--- src/rtl/convolver_pkg.sv ---
`default_nettype none
// ============================================================================
// Module      : convolver_pkg
// Description : Shared constants and width helpers for the convolver datapath.
// Revision    : 1.0 - initial release
// ============================================================================
package convolver_pkg;

    localparam int c_default_kernel_size = 5;
    localparam int c_default_data_width  = 16;
    localparam int c_default_frac_bits   = 8;

    // ceil(log2(value)); returns 0 for value <= 1
    function automatic int f_clog2(input int value);
        int r;
        int v;
        r = 0;
        v = 1;
        while (v < value) begin
            v = v * 2;
            r = r + 1;
        end
        return r;
    endfunction

    // Width of a sum of 'count' full-width products of 'data_width' operands
    function automatic int f_sum_width(input int data_width, input int count);
        return 2 * data_width + f_clog2(count);
    endfunction

    // Number of operands present at a given level of a pairwise reduction
    function automatic int f_level_count(input int count, input int level);
        int n;
        n = count;
        for (int l = 0; l < level; l++) begin
            n = (n + 1) / 2;
        end
        return n;
    endfunction

endpackage
`default_nettype wire

--- src/rtl/adder_tree.sv ---
`default_nettype none
// ============================================================================
// Module      : adder_tree
// Description : Registered pairwise signed adder tree with a matching valid chain.
// Revision    : 1.0 - initial release
// ============================================================================
module adder_tree
    import convolver_pkg::*;
#(
    parameter int COUNT = 5,
    parameter int WIDTH = 32
) (
    input  logic                               clock,
    input  logic                               reset,
    input  logic [COUNT*WIDTH-1:0]             i_data,
    input  logic                               i_valid,
    output logic [WIDTH+f_clog2(COUNT)-1:0]    o_sum,
    output logic                               o_valid
);

    localparam int c_levels = f_clog2(COUNT);

    // Each level grows by one bit, so no level can overflow.
    for (genvar l = 0; l <= c_levels; l++) begin : g_level
        localparam int c_n = f_level_count(COUNT, l);
        localparam int c_w = WIDTH + l;

        logic [c_n*c_w-1:0] w_data;
        logic               w_valid;

        if (l == 0) begin : g_input
            assign w_data  = i_data;
            assign w_valid = i_valid;
        end else begin : g_stage
            localparam int c_np = f_level_count(COUNT, l - 1);
            localparam int c_wp = c_w - 1;

            logic [c_np*c_wp-1:0] w_prev;
            logic [c_n*c_w-1:0]   w_sum;
            logic [c_n*c_w-1:0]   r_data;
            logic                 r_valid;

            assign w_prev = g_level[l-1].w_data;

            for (genvar j = 0; j < c_n; j++) begin : g_node
                logic signed [c_w-1:0] w_a;
                logic signed [c_w-1:0] w_b;

                assign w_a = c_w'($signed(w_prev[2*j*c_wp +: c_wp]));
                if (2 * j + 1 < c_np) begin : g_pair
                    assign w_b = c_w'($signed(w_prev[(2*j+1)*c_wp +: c_wp]));
                end else begin : g_pass
                    assign w_b = '0;
                end
                assign w_sum[j*c_w +: c_w] = w_a + w_b;
            end

            always_ff @(posedge clock or posedge reset) begin
                if (reset) begin
                    r_data  <= '0;
                    r_valid <= 1'b0;
                end else begin
                    r_data  <= w_sum;
                    r_valid <= g_level[l-1].w_valid;
                end
            end

            assign w_data  = r_data;
            assign w_valid = r_valid;
        end
    end

    assign o_sum   = g_level[c_levels].w_data;
    assign o_valid = g_level[c_levels].w_valid;

endmodule
`default_nettype wire

--- src/rtl/window_mac.sv ---
`default_nettype none
// ============================================================================
// Module      : window_mac
// Description : Pipelined weighted dot product of one tap row, rounded and
//               saturated back to the sample width.
// Revision    : 1.0 - initial release
// ============================================================================
module window_mac
    import convolver_pkg::*;
#(
    parameter int KERNEL_SIZE = c_default_kernel_size,
    parameter int DATA_WIDTH  = c_default_data_width,
    parameter int FRAC_BITS   = c_default_frac_bits
) (
    input  logic                              clock,
    input  logic                              reset,
    input  logic [KERNEL_SIZE*DATA_WIDTH-1:0] window_in,
    input  logic                              window_valid,
    input  logic [DATA_WIDTH-1:0]             weight_in,
    input  logic                              weight_load,
    output logic                              weights_ready,
    output logic [DATA_WIDTH-1:0]             result,
    output logic                              result_valid
);

    localparam int c_prod_w = 2 * DATA_WIDTH;
    localparam int c_sum_w  = f_sum_width(DATA_WIDTH, KERNEL_SIZE);
    localparam int c_rnd_w  = c_sum_w + 1;
    localparam int c_cnt_w  = f_clog2(KERNEL_SIZE + 1);

    localparam logic [c_cnt_w-1:0]        c_full     = c_cnt_w'(KERNEL_SIZE);
    localparam logic signed [c_rnd_w-1:0] c_half     = c_rnd_w'(1) << (FRAC_BITS - 1);
    localparam logic signed [c_rnd_w-1:0] c_sat_max  = (c_rnd_w'(1) << (DATA_WIDTH - 1)) - c_rnd_w'(1);
    localparam logic signed [c_rnd_w-1:0] c_sat_min  = -(c_rnd_w'(1) << (DATA_WIDTH - 1));

    logic [KERNEL_SIZE-1:0][DATA_WIDTH-1:0] r_weights;
    logic [c_cnt_w-1:0]                     r_count;
    logic [c_cnt_w-1:0]                     w_count_next;
    logic                                   r_ready;

    logic [KERNEL_SIZE*c_prod_w-1:0]        w_prod;
    logic [KERNEL_SIZE*c_prod_w-1:0]        r_prod;
    logic                                   r_prod_valid;

    logic [c_sum_w-1:0]                     w_sum;
    logic                                   w_sum_valid;
    logic signed [c_rnd_w-1:0]              w_rounded;
    logic signed [c_rnd_w-1:0]              w_shifted;
    logic [DATA_WIDTH-1:0]                  w_sat;

    logic [DATA_WIDTH-1:0]                  r_result;
    logic                                   r_result_valid;

    // A load on a full bank starts a fresh set rather than saturating silently.
    assign w_count_next = (r_count == c_full) ? c_cnt_w'(1) : r_count + c_cnt_w'(1);

    always_ff @(posedge clock or posedge reset) begin
        if (reset) begin
            r_weights <= '0;
            r_count   <= '0;
            r_ready   <= 1'b0;
        end else if (weight_load) begin
            r_weights[0] <= weight_in;
            for (int i = 1; i < KERNEL_SIZE; i++) begin
                r_weights[i] <= r_weights[i-1];
            end
            r_count <= w_count_next;
            r_ready <= (w_count_next == c_full);
        end
    end

    for (genvar i = 0; i < KERNEL_SIZE; i++) begin : g_tap
        assign w_prod[i*c_prod_w +: c_prod_w] =
            c_prod_w'($signed(window_in[i*DATA_WIDTH +: DATA_WIDTH])) *
            c_prod_w'($signed(r_weights[i]));
    end

    always_ff @(posedge clock or posedge reset) begin
        if (reset) begin
            r_prod       <= '0;
            r_prod_valid <= 1'b0;
        end else begin
            r_prod       <= w_prod;
            r_prod_valid <= window_valid && r_ready;
        end
    end

    adder_tree #(
        .COUNT (KERNEL_SIZE),
        .WIDTH (c_prod_w)
    ) u_adder_tree (
        .clock   (clock),
        .reset   (reset),
        .i_data  (r_prod),
        .i_valid (r_prod_valid),
        .o_sum   (w_sum),
        .o_valid (w_sum_valid)
    );

    // Round half up, then clamp to the representable sample range.
    assign w_rounded = c_rnd_w'($signed(w_sum)) + c_half;
    assign w_shifted = w_rounded >>> FRAC_BITS;

    always_comb begin
        w_sat = w_shifted[DATA_WIDTH-1:0];
        if (w_shifted > c_sat_max) begin
            w_sat = c_sat_max[DATA_WIDTH-1:0];
        end else if (w_shifted < c_sat_min) begin
            w_sat = c_sat_min[DATA_WIDTH-1:0];
        end
    end

    always_ff @(posedge clock or posedge reset) begin
        if (reset) begin
            r_result       <= '0;
            r_result_valid <= 1'b0;
        end else begin
            r_result_valid <= w_sum_valid;
            if (w_sum_valid) begin
                r_result <= w_sat;
            end
        end
    end

    assign weights_ready = r_ready;
    assign result        = r_result;
    assign result_valid  = r_result_valid;

endmodule
`default_nettype wire
--- config.mk ---
export PLATFORM = sky130hd
export DESIGN_NAME = window_mac
export DESIGN_NICKNAME = d
export VERILOG_FILES = /design/src/rtl/convolver_pkg.sv /design/src/rtl/adder_tree.sv /design/src/rtl/window_mac.sv
export SDC_FILE = /design/constraint.sdc
export NUM_CORES = 2
export LEC_CHECK = 0
export BUFFER_PORTS_ARGS = -buffer_cell sky130_fd_sc_hd__buf_2
export CAP_MARGIN = 15
export CORE_UTILIZATION = 35
export CTS_BUF_LIST = sky130_fd_sc_hd__clkbuf_8
export CTS_CLUSTER_DIAMETER = 100
export DETAILED_ROUTE_END_ITERATION = 8
export HOLD_SLACK_MARGIN = 0.08
export REMOVE_ABC_BUFFERS = 1
export SLEW_MARGIN = 5
export SYNTH_ARGS = -nofsm -noshare
export SYNTH_HDL_FRONTEND = slang
export SYNTH_SLANG_ARGS = --single-unit
--- constraint.sdc ---
create_clock -name clock -period 42.4 [get_ports clock]
set_input_delay 8.48 -clock clock [delete_from_list [all_inputs] [get_ports clock]]
set_output_delay 8.48 -clock clock [all_outputs]
set_load 0.01 [all_outputs]
==> impl_summary.md <==
Worst setup path
STA classifies the critical path startpoint as a primary input. For the worst setup path, the data arrival time is 14.73 ns. STA classifies the critical path endpoint as a flip-flop.

Following the worst setup path forward leads to its endpoint at r_prod[88]$_DFF_PP0_. The depth of the worst register-to-register path is 19. The setup check on the worst reg-to-reg path leaves a slack of 35.32 ns.

The reg-to-reg endpoint is r_prod[88]$_DFF_PP0_. The type of the setup path with the least slack is in2reg. The launch instance of the worst register-to-register path is r_weights[39]$_DFFE_PP0P_. Along the worst path, the maximum fanout reaches 16.

At the worst endpoint, the required time is 43.02 ns. The timing startpoint of the critical path is window_in[46].

STA
The worst slew margin relative to its limit is 36.6%. The transition time of the tightest slew-check pin is 0.951 ns. Between clock sinks in the finished design, the worst skew comes to 0.0421 ns.

Setup violations remaining at the end of the flow were counted as 0. The count of final max-slew check failures is 0. Across all setup checks in the final design, the least slack found is 28.29 ns.

After routing, the total negative slack on setup checks comes to 0 ns. The final hold violation count is 0. The final worst-path cycle share is 33.3%. The maximum clock rate is 70.9 MHz. Setup repair after global routing left no endpoint under its margin. The final critical-path required period is 14.11 ns.

Drt
For this run, design rule violations remaining after detail routing come to 0. The remaining number of nets flagged by the antenna check after routing is 0. The detailed-routing iteration count for the pre-antenna-repair pass is 7.

In this run, the number of DRC markers left after iteration 0 of detailed routing was 2464. The via count of the routed design is 46500. After detailed routing, the average wire length per cell comes to 17.5 um.

The via-per-instance ratio is 4.86. The wire length after detailed routing is 168000 um.

Placement
Timing analysis after detailed placement gives a worst setup slack of 27.58 ns. Once placement finished, the instance area stood at 71500 um2. The count of port buffers added during placement is 117.

Once detailed placement completed, the half-perimeter wirelength came to 136000 um. The global placer's final weighted congestion is 0.863.

Outcome
The flow ran to the end, and the final reports show no timing, DRC or antenna violations.

Yosys
The number of different library cells used by synthesis comes to 91. The area share of the largest cell type after synthesis is 38.4%. The most used flip-flop cell after synthesis is dfrtp_1. The post-synthesis async set-or-reset flop share is 100%.

The synthesized netlist occupies a cell area of 68400 um2. Ranked by total cell area, the synthesized netlist is headed by fa_1 38%, dfrtp_1 17%, ha_1 9.9%, inv_1 8.2%, and2_1 5.9%. The commonest cells after synthesis are 1501 x inv_1, 1313 x fa_1, 696 x nand2_1. The average cell area after synthesis is 9.84 um2. By instance count, the leading cell after synthesis is inv_1. fa_1 takes more of the synthesized area than any other cell.

The number of instances in the synthesized netlist is 6953. In this run, synthesis produced a sequential element count of 457. The count of flip-flops with a built-in enable after synthesis is 0. Of the synthesized area, sequential elements account for 16.7%. During synthesis, Yosys emitted a total of 0 warnings.

Floorplan
Once the floorplan was initialized, standard cells occupied 35.4% of the core. 118 I/O pins were placed. The floorplan step set the die height to 444 um.

The floorplan core area is 193000 um2. The die span in x is 444 um. The cell row count is 161. The die covers 197000 um2.

Clocking
The clock root buffer master is clkbuf_8. TritonCTS built the clock tree. CTS built an H-tree with a depth of 3. The maximum buffer depth of the clock tree is 3.

The number of setup buffers added after CTS is 0. The clock transition at the registers of the reported paths is 0.06 ns. Counting every sink on the clock net gives 457. Once the clock tree was built, the resizer swapped 0 gates to a different size. The clock latency of the later-clocked register in the worst-skew pair is 0.78 ns. The hold-fix buffer count after cts is 0. The number of clock buffers inserted by TritonCTS is 85.

GRT
The number of global-route vias before repair was 51500. The global-route wire length before repair is 278000 um. The total global-route track usage is 17.7%.

The number of antenna violations at the first check in global routing is 14. The pin count of the biggest net entering global routing is 158. The total overflow left after global routing is 0.

Worst hold path
The tightest min-delay check is of the reg2reg type.

Cells and area
Relative to the synthesized area, the layout overhead comes to 7.49%. The net count of the finished layout is 8925. Cells with a size suffix above 1 make up 5.75% of the layout. The area of all placed cells without fillers is 73500 um2.

Flow run
The max-cap violation count is 0.
## routing by layer
layer | GRT usage (%) | wire length (um) | vias to the layer above
li1 | - | - | 21300
met1 | 23.4 | 72400 | 23900
met2 | 30.5 | 83100 | 1042
met3 | 2.25 | 7940 | 249
met4 | 4.82 | 4390 | 8
met5 | 0 | 56 | -
## critical path, cell delays in order
cell and delay (ns):
buf_2 0.20, and2_1 0.22, fa_1 0.53, inv_1 0.05
fa_1 0.50, fa_1 0.51, inv_1 0.05, fa_1 0.52
fa_1 0.51, inv_1 0.06, fa_1 0.49, inv_1 0.05
ha_1 0.45, nand4_1 0.18, or3_1 0.41, nor4bb_1 0.53
o21a_1 0.22, o31ai_1 0.11, a21oi_1 0.23, nor4_1 0.08
a311o_1 0.33
## registers in the layout, summed over array words and instances (netlist names)
name,count
result_valid,1
weights_ready,1
u_adder_tree.o_sum,28
r_prod,160
result,16
r_count,3
r_prod_valid,1
u_adder_tree.o_valid,1
u_adder_tree.g_level.g_stage.r_valid,2
u_adder_tree.g_level.g_stage.r_data,164
r_weights,80
## layout make-up
cell class	count	area, um2
fill	19200	120000
multi-input combinational	4792	50600
sequential	457	11400
inverter	1501	5640
tap	2526	3160
clock buffer	105	1450
timing repair buffer	134	728
clock inverter	50	528
antenna	8	20.0
## stage by stage
| step | std cells | hold slack (ns) | utilization [%] |
|---|---|---|---|
| finish | 9573 | 0.321 | 38.0 |
| global route | 9570 | 0.322 | 38.0 |
| CTS | 9565 | 0.306 | 38.0 |
| detailed placement | 9410 | 0.335 | 37.0 |
| global placement | 9410 | 0.332 | 37.0 |
| floorplan | 6750 | 0.331 | - |
## cells in the final DEF (no fill, tap or decap), types with 116 or more instances in the layout
cell	n
nor2_1	208
buf_2	116
and2_1	640
xnor2_1	213
o21ai_0	146
dfrtp_1	457
ha_1	541
inv_1	1511
fa_1	1313
nand2_1	696
a21oi_1	209
## worst min path at each step
stage / from / end / slack, ns / depth (start not counted)
finish: u_adder_tree.g_level[1].g_stage.r_data[72]$_DFF_PP0_ / u_adder_tree.g_level[2].g_stage.r_data[40]$_DFF_PP0_ / 0.32 / 0
global route: u_adder_tree.g_level[1].g_stage.r_data[72]$_DFF_PP0_ / u_adder_tree.g_level[2].g_stage.r_data[40]$_DFF_PP0_ / 0.32 / 0
CTS: u_adder_tree.g_level[1].g_stage.r_data[72]$_DFF_PP0_ / u_adder_tree.g_level[2].g_stage.r_data[40]$_DFF_PP0_ / 0.31 / 0
detailed placement: r_prod[131]$_DFF_PP0_ / u_adder_tree.g_level[1].g_stage.r_data[69]$_DFF_PP0_ / 0.33 / 0
global placement: r_prod[155]$_DFF_PP0_ / u_adder_tree.g_level[1].g_stage.r_data[93]$_DFF_PP0_ / 0.33 / 0
floorplan: r_prod[128]$_DFF_PP0_ / u_adder_tree.g_level[1].g_stage.r_data[66]$_DFF_PP0_ / 0.33 / 0
## cell families after synthesis
group	synth area share [%]
xor gates and xnor gates	3.66
buffers and inverters	9.35
and+or+nand+nor	13.6
adders and majority gates	48.3
muxes	1.27
DFF	16.7
AOI/OAI and AO/OA	7.07
Power is left out: the tool's default activity adds up to more than one toggle a clock period on the data nets, which glitch-free logic cannot reach.
